===== config.mk =====
export PLATFORM = sky130hd
export DESIGN_NAME = rob_completion_commit
export DESIGN_NICKNAME = d
export VERILOG_FILES = /design/src/rtl/rob_completion_commit.sv
export SDC_FILE = /design/constraint.sdc
export NUM_CORES = 2
export LEC_CHECK = 0
export CORE_MARGIN = 2
export CORE_UTILIZATION = 40
export DETAILED_ROUTE_END_ITERATION = 10
export PLACE_DENSITY = 0.54
export RECOVER_POWER = 100
export SYNTH_ARGS = -nofsm -noshare
export SYNTH_HDL_FRONTEND = slang
export SYNTH_SLANG_ARGS = --single-unit
export TNS_END_PERCENT = 10

===== constraint.sdc =====
create_clock -name clk -period 15.05 [get_ports clk]
set_input_delay 2.2575 -clock clk [delete_from_list [all_inputs] [get_ports clk]]
set_output_delay 2.2575 -clock clk [all_outputs]
set_load 0.005 [all_outputs]

===== src/rtl/rob_completion_commit.sv =====
// 16-entry reorder buffer: in-order allocation at issue, out-of-order completion
// from the EX/MEM register and from the MEM load path, in-order retirement to the
// register file, and a precise exception with a full flush when the head faults.
module rob_completion_commit #(
    parameter int ENTRIES = 16,
    parameter int IDX_W   = 4,
    parameter int XLEN    = 32
) (
    input  logic               clk,
    input  logic               reset,

    input  logic               in_alloc_valid,
    input  logic [4:0]         in_alloc_rd,
    input  logic               in_alloc_write_enable,
    input  logic [XLEN-1:0]    in_alloc_pc,
    output logic               out_alloc_ready,
    output logic [IDX_W-1:0]   out_alloc_idx,

    input  logic               in_complete,
    input  logic [IDX_W-1:0]   in_complete_idx,
    input  logic [XLEN-1:0]    in_complete_value,
    input  logic [2:0]         in_exception_vector,

    input  logic               in_mem_complete,
    input  logic [IDX_W-1:0]   in_mem_complete_idx,
    input  logic [XLEN-1:0]    in_mem_complete_value,

    output logic               out_commit_valid,
    output logic [IDX_W-1:0]   out_commit_idx,
    output logic [4:0]         out_commit_rd,
    output logic [XLEN-1:0]    out_commit_value,
    output logic               out_commit_write_enable,

    output logic               out_exception,
    output logic [XLEN-1:0]    out_exception_pc,
    output logic [2:0]         out_exception_vector,

    output logic [IDX_W:0]     out_count
);

    localparam logic [IDX_W:0]   FULL_CNT = (IDX_W+1)'(ENTRIES);
    localparam logic [IDX_W:0]   CNT_ONE  = (IDX_W+1)'(1);
    localparam logic [IDX_W-1:0] IDX_ONE  = IDX_W'(1);

    // Control state (reset) and payload state (not reset)
    logic [ENTRIES-1:0] ent_valid;
    logic [ENTRIES-1:0] ent_complete;
    logic [2:0]         ent_exc   [ENTRIES];
    logic [ENTRIES-1:0] ent_we;
    logic [4:0]         ent_rd    [ENTRIES];
    logic [XLEN-1:0]    ent_pc    [ENTRIES];
    logic [XLEN-1:0]    ent_value [ENTRIES];

    logic [IDX_W-1:0]   head;
    logic [IDX_W-1:0]   tail;
    logic [IDX_W:0]     count;

    logic head_done;
    logic exc_fire;
    logic commit_fire;
    logic alloc_fire;
    logic cpl_ex;
    logic cpl_mem;

    assign out_alloc_ready = (count != FULL_CNT);
    assign out_alloc_idx   = tail;
    assign out_count       = count;

    // Head retirement decision and gating of same-cycle allocate/complete on a flush
    always_comb begin
        head_done   = ent_valid[head] && ent_complete[head];
        exc_fire    = head_done && (ent_exc[head] != 3'd0);
        commit_fire = head_done && (ent_exc[head] == 3'd0);
        alloc_fire  = in_alloc_valid && out_alloc_ready && !exc_fire;
        cpl_ex      = in_complete && ent_valid[in_complete_idx] && !exc_fire;
        cpl_mem     = in_mem_complete && ent_valid[in_mem_complete_idx] && !exc_fire;
    end

    // Entry payload capture; the MEM write comes last so it wins on an index clash
    always_ff @(posedge clk) begin
        if (alloc_fire) begin
            ent_rd[tail] <= in_alloc_rd;
            ent_we[tail] <= in_alloc_write_enable;
            ent_pc[tail] <= in_alloc_pc;
        end
        if (cpl_ex) begin
            ent_value[in_complete_idx] <= in_complete_value;
        end
        if (cpl_mem) begin
            ent_value[in_mem_complete_idx] <= in_mem_complete_value;
        end
    end

    // Pointers, entry status, flush and registered commit/exception outputs
    always_ff @(posedge clk or negedge reset) begin
        if (!reset) begin
            ent_valid               <= '0;
            ent_complete            <= '0;
            for (int i = 0; i < ENTRIES; i++) begin
                ent_exc[i] <= 3'd0;
            end
            head                    <= '0;
            tail                    <= '0;
            count                   <= '0;
            out_commit_valid        <= 1'b0;
            out_commit_idx          <= '0;
            out_commit_rd           <= 5'd0;
            out_commit_value        <= '0;
            out_commit_write_enable <= 1'b0;
            out_exception           <= 1'b0;
            out_exception_pc        <= '0;
            out_exception_vector    <= 3'd0;
        end else begin
            out_commit_valid        <= commit_fire;
            out_commit_write_enable <= commit_fire && ent_we[head];
            out_exception           <= exc_fire;
            if (commit_fire) begin
                out_commit_idx   <= head;
                out_commit_rd    <= ent_rd[head];
                out_commit_value <= ent_value[head];
            end
            if (exc_fire) begin
                out_exception_pc     <= ent_pc[head];
                out_exception_vector <= ent_exc[head];
                ent_valid            <= '0;
                ent_complete         <= '0;
                head                 <= '0;
                tail                 <= '0;
                count                <= '0;
            end else begin
                if (commit_fire) begin
                    ent_valid[head]    <= 1'b0;
                    ent_complete[head] <= 1'b0;
                    head               <= head + IDX_ONE;
                end
                if (cpl_ex) begin
                    ent_complete[in_complete_idx] <= 1'b1;
                    ent_exc[in_complete_idx]      <= in_exception_vector;
                end
                if (cpl_mem) begin
                    ent_complete[in_mem_complete_idx] <= 1'b1;
                    ent_exc[in_mem_complete_idx]      <= 3'd0;
                end
                if (alloc_fire) begin
                    ent_valid[tail]    <= 1'b1;
                    ent_complete[tail] <= 1'b0;
                    ent_exc[tail]      <= 3'd0;
                    tail               <= tail + IDX_ONE;
                end
                case ({alloc_fire, commit_fire})
                    2'b10:   count <= count + CNT_ONE;
                    2'b01:   count <= count - CNT_ONE;
                    default: count <= count;
                endcase
            end
        end
    end

endmodule


# After elaboration in Yosys (flattened, before gate mapping)
# Memories as Yosys holds them, arrays and structs flattened. A register that Yosys moved wholly into a read port is not among the register bits.
# Index checks and enable logic that the tools add are counted.
# word_totals
ramBits	1104
mem_count	3
latchBits	0
in_bits	118
elab_cells	152
output_inout_bits	89
ff_bits	119
rom_bits	0
# classes
n_reduce_logical	26
n_bitwise	16
mul	0
div_mod_pow	0
order_cmp	15
n_addsub	4
n_mux	58
n_eq_ne	3
shift	0
# memory_table
memory	depth	word_bits	rd	rd_ports_with_merged_regs	write_ports	line_no	source
ent_pc	16	32	1	1	1	51	logic [XLEN-1:0] ent_pc [ENTRIES];
ent_value	16	32	1	1	2	52	logic [XLEN-1:0] ent_value [ENTRIES];
ent_rd	16	5	1	1	1	50	logic [4:0] ent_rd [ENTRIES];
# ops
operator	count
48-bit two-way mux	5
16-bit two-way mux	12
48-bit bitwise AND	2
48-bit NOT	2
16-bit bitwise AND	3
48-bit bitwise mux	1
16-bit bitwise OR	3
3-bit demux with 4-bit select	3
16-bit NOT	2
1-bit binary-select mux with 4-bit select	5
5-bit greater-or-equal comparator (second input constant)	4
4-bit by 5-bit less-than comparator with 1-bit output (second input constant)	4
4-bit NOT with 5-bit output	4
1-bit logical AND	17
16-bit bitwise mux	1
1-bit demux with 4-bit select	4
4-bit by 1-bit greater-or-equal comparator with 1-bit output (second input constant)	4
4-bit two-way mux	4
5-bit by 1-bit less-than comparator with 1-bit output (second input constant)	3
1-bit two-way mux	15
3-bit two-way mux	5
3-bit binary-select mux with 4-bit select	1
5-bit case mux with 2 select lines	1
4-bit by 1-bit adder with 4-bit output (second input constant)	2
10 further kinds	15

# Logic depth before layout (Yosys ltp)
# depth
word_depth	17
depth_mapped	18
mapped_depth_nobuf	14

# Least setup slack after synthesis
# OpenSTA, ideal clock, no wires.
# synth_path
path_type	input port to flip-flop
start	input port in_alloc_valid
end	memory ent_pc[7][0], enable pin
path_buffers	1
t_arrival_ns	5.728
slack_ns	8.832
setup_ns	0.490
stages	4
required_ns	14.560
cell_sequence	and2_1 -> clkbuf_1 -> nand2_1 -> nor3_1
# synth_via
elab_chain_cells	4
# synth_rtl
element	line_no	source
start: declaration	12	input logic in_alloc_valid,
1-bit logical AND (2 in series)	74	alloc_fire = in_alloc_valid && out_alloc_ready && !exc_fire;
1-bit two-way mux	81	if (alloc_fire) begin
1-bit two-way mux (implied by the code)	84	ent_pc[tail] <= in_alloc_pc;
end: declaration	51	
# Every way passes these cells.

# Final worst setup path
# layout_path
start	register head[0]
end	register ent_exc[33] in the netlist's numbering
# layout_via
elab_chain_cells	15
word_cells_on_any_way	22
cone_classes	mux (12); bitwise (3); reduce/logical (7)
# layout_rtl
element	line_no	source
start: declaration	54	logic [IDX_W-1:0] head;
start signal: assignment	134	head <= head + IDX_ONE;
4-bit NOT with 5-bit output (implied by the code)	72	exc_fire = head_done && (ent_exc[head] != 3'd0);
3-bit binary-select mux with 4-bit select	72	
3-bit two-way mux (implied by the code) (2 in series)	72	
3-bit nonzero test	72	
1-bit logical AND (*)	72	
1-bit logical NOT	74, 75, 76	
1-bit logical AND	75	cpl_ex = in_complete && ent_valid[in_complete_idx] && !exc_fire;
48-bit two-way mux	136	if (cpl_ex) begin
48-bit two-way mux	122	if (exc_fire) begin
48-bit bitwise AND (no source line)	-	
48-bit two-way mux	140	if (cpl_mem) begin
48-bit two-way mux	122	
48-bit bitwise AND (no source line)	-	
48-bit two-way mux	144	if (alloc_fire) begin
end signal: indexed assignment	138	ent_exc[in_complete_idx] <= in_exception_vector;
end: declaration	48	logic [2:0] ent_exc [ENTRIES];
# Every way passes the cells marked *; elsewhere a longest branch is shown, timed or not. The select of a mux whose other input is x is not followed.
# A chain may end at the register's enable or synchronous reset.

==> impl_metrics.csv <==
group,metric,value,unit
status,outcome,"finished, violations left",
status,violations,"max-capacitance violations, max-slew violations",
cells_and_area,areaGrowthSynthToFinish,15.2,%
critical_path,critical_path.max_stage_delay,3.40,ns
synthesis,yosysUniqueCellTypes,61,
power,p_seq_share,40.3,%
job,cap_violations,17,
clock_tree,cts_root_buf,"clkbuf_16",
synthesis,synthFlopType,"edfxtp_1",
power,cellPowerDensity,176,nW/um2
clock_tree,cts_setup_buffers,0,
route,firstDrtPassIters,5,
global_route,antenna_found_initial,24,
synthesis,synth-seq-cells,1292,
clock_tree,htree_num_levels,4,
synthesis,synth_edf_count,1120,
min_path,hold_path.class,"flip-flop to flip-flop",
global_route,grt_pass1_vias,32426,
power,p_comb_share,28.7,%
route,wire_per_inst,29.6,um
die,core_area,141000,um2
global_route,grt-ovfl-total,0,
synthesis,yosysMostFrequentCell,"edfxtp_1",
cells_and_area,instances_no_fill,5276,
die,initial_core_util,40.3,%
critical_path,critPathLaunchType,"flip-flop",
power,p_leak,22.1,nW
timing,fin_worst_skew,0.0442,ns
clock_tree,numCtsBuffers,144,
clock_tree,cts_hold_buf,0,
synthesis,yosysSeqAreaShare,66.7,%
place,place.gp.congestion,0.839,
route,final_antenna_net_count,0,
clock_tree,clk_pin_slew_worst_paths,0.06,ns
power,vdd_drop_max,0.125,mV
synthesis,synthCells,3097,
critical_path,arrival,10.96,ns
power,design_power_total,0.0115,W
route,vias_per_cell,5.70,
timing,fmax,97.3,MHz
global_route,grt_max_degree,126,
synthesis,syn-cell-area,56900,um2
critical_path,crit_chain,"clkbuf_1 > mux4_2 > a22o_1 > a221oi_4 > and3_1 > clkbuf_1 > o211ai_4 > clkbuf_1 > o21ai_0 > nor2_1",
cells_and_area,finalInstanceArea,65500,um2
power,power.internal,0.00793,W
timing,fin_crit_sh,68.3,%
critical_path,required,15.73,ns
die,io_pins,207,
synthesis,syn_avg_cell_area,18.4,um2
global_route,grt_usage,21.6,%
synthesis,synth_top_cells_by_area,"edfxtp_1 (59%), mux4_2 (15%), mux2_2 (9.5%)",
timing,final.setup.tns,0,ns
clock_tree,clock_latency,0.79,ns
place,dpl.cell_count,5004,
global_route,grt_pass1_wl,228,mm
place,dpl_cell_area,60900,um2
synthesis,synth_top_area_share,59.1,%
timing,setup_violations,0,
timing,tightestPinTransition,4.81,ns
place,dp_hpwl,85.2,mm
timing,slew_headroom,-221,%
synthesis,yosys_warnings,0,
die,die_x,381,um
timing,final_max_slew_viol_count,623,
power,pwr-share-clk,31.0,%
critical_path,worst_setup_path_end_kind,"flip-flop",
place,place.port_buffers,206,
route,drc,0,
synthesis,yosys.area.top_type,"edfxtp_1",
clock_tree,cts-resized-gates,0,
die,num_rows,138,
timing,rsz0062_at_grt,"no",
critical_path,crit_top_cell,"clkbuf_1",
power,swShare,31.3,%
route,wl,156,mm
synthesis,syn_nets,3227,
synthesis,synth_common_cells,"edfxtp_1 (1120), mux2_2 (479), mux4_2 (368), nand2_1 (273), dfrtp_1 (172)",
timing,min_period,10.28,ns
critical_path,path_max_fanout,54,
synthesis,async_reset_ff_share,13.3,%
clock_tree,clock-sinks,1292,
cells_and_area,fin_nets,3390,
critical_path,path_class,"flip-flop to flip-flop",
cells_and_area,drive_gt1_share,33.6,%
cells_and_area,num-fill-cells,12109,
power,switchingPower,0.00361,W
timing,finalHoldViolCount,0,
clock_tree,tritoncts,"built",
route,num_vias,30058,
clock_tree,clockBufferDepth,3,
die,die_h,381,um
critical_path,slowest_stage,"clkbuf_1",
die,dieArea,145000,um2
route,drt_iter0_markers,2773,
==> kinds of logic (layout without fill, tap and decap cells) <==
| logic type | after synthesis | count (layout) | synth area share, % |
|---|---|---|---|
| multiplexers | 930 | 930 | 25.7 |
| flip-flops | 1292 | 1292 | 66.7 |
| adder cells (fa/ha/maj) | 12 | 12 | 0.277 |
| AO/OA/AOI/OAI | 132 | 132 | 1.59 |
| XOR/XNOR | 5 | 5 | 0.0770 |
| AND/OR/NAND/NOR | 464 | 464 | 3.61 |
| buffers and inverters | 262 | 546 | 2.00 |
| other | 0 | 5 | 0 |
==> state kept, by name, summed over array words and instances, names as in the netlist, 3 cells and up <==
register,count
ent_exc,48
head,4
ent_complete,16
out_commit_idx,4
out_exception_pc,32
out_commit_rd,5
out_count,5
ent_we,16
out_commit_value,32
out_exception_vector,3
ent_value,512
ent_rd,80
ent_valid,16
out_alloc_idx,4
ent_pc,512
==> placed cells by master (no fill, tap or decap), types with 5 or more instances in the layout <==
cell	synthesis	final
a21o_1	5	5
a21oi_1	28	28
a31oi_1	9	9
and3_1	15	14
buf_4	7	45
bufinv_16	0	11
clkbuf_1	147	65
clkbuf_16	0	144
clkbuf_8	0	22
clkdlybuf4s50_1	0	78
clkinv_1	0	9
clkinv_16	0	6
clkinv_2	0	13
dfrtp_1	172	168
diode_2	0	5
dlygate4sd3_1	0	127
edfxtp_1	1120	1120
ha_1	11	11
inv_1	10	9
mux2_1	13	33
mux2_2	479	477
mux2i_1	50	50
mux4_2	368	368
nand2_1	273	266
nand2_2	0	7
nand2b_1	9	8
nand3_1	40	41
nand4_1	7	7
nor2_1	42	40
nor2b_1	6	6
nor3_1	48	48
o21ai_0	41	42
o21ai_1	10	8
==> routing by layer <==
metal / GRT usage [%] / part of all wire (%)
met5: 0 / 0.070
met4: 6.35 / 2.5
met3: 3.92 / 5.1
met2: 37.1 / 51
met1: 27.9 / 41
==> path summary, 6_finish.rpt <==
check,startpoint,to,slack [ns],cells past startpoint
setup / recovery,head[0]$_DFFE_PN0P_,ent_exc[33]$_DFFE_PN0P_,4.77,10
setup reg to reg,head[0]$_DFFE_PN0P_,ent_exc[33]$_DFFE_PN0P_,4.77,10
hold reg to reg,out_commit_idx[3]$_DFFE_PN0N_,out_commit_idx[3]$_DFFE_PN0N_,0.47,2
hold / removal,out_commit_idx[3]$_DFFE_PN0N_,out_commit_idx[3]$_DFFE_PN0N_,0.47,2
max in group asynchronous,reset,head[1]$_DFFE_PN0P_,7.09,2
min in group asynchronous,reset,out_commit_rd[2]$_DFFE_PN0N_,2.41,1
==> stage by stage <==
| stage | hold WS [ns] | util, % | setup WS [ns] |
|---|---|---|---|
| final | 0.468 | 46.4 | 4.77 |
| after global placement | 0.456 | 43.1 | 8.19 |
| after floorplan | 0.470 | - | 8.83 |
| after detailed placement | 0.462 | 43.1 | 8.13 |
| after global routing | 0.492 | 46.4 | 3.92 |
| after CTS | 0.478 | 46.6 | 8.08 |
==> area by class of cell <==
cell class | instances | area, um2 | share of cell area, %
tap | 1890 | 2360 | 3.61
sequential | 1292 | 38000 | 57.9
multi-input combinational | 1543 | 17700 | 27.1
clock buffer | 216 | 4090 | 6.25
antenna | 5 | 12.5 | 0.0191
clock inverter | 51 | 793 | 1.21
inverter | 12 | 47.5 | 0.0726
timing repair buffer | 267 | 2490 | 3.80
==> critical path: cells and delay by family, from the launching register on <==
| kind | cells | cell delay (ns) |
|---|---|---|
| buffers and inverters | 3 | 6.30 |
| AOI/OAI and AO/OA | 4 | 1.59 |
| DFF | 1 | 0.87 |
| muxes | 1 | 0.75 |
| and+or+nand+nor | 2 | 0.53 |
==> power groups by stage <==
stage / registers (W) / logic [W] / clock network [W]
after global placement: 0.00472 / 0.00341 / 0
after floorplan: 0.00455 / 0.00230 / 0
final: 0.00466 / 0.00331 / 0.00358
after CTS: 0.00467 / 0.00346 / 0.00366
after global routing: 0.00470 / 0.00358 / 0.00380
after detailed placement: 0.00474 / 0.00345 / 0
Note: power is estimated with default switching activity, not from simulation.
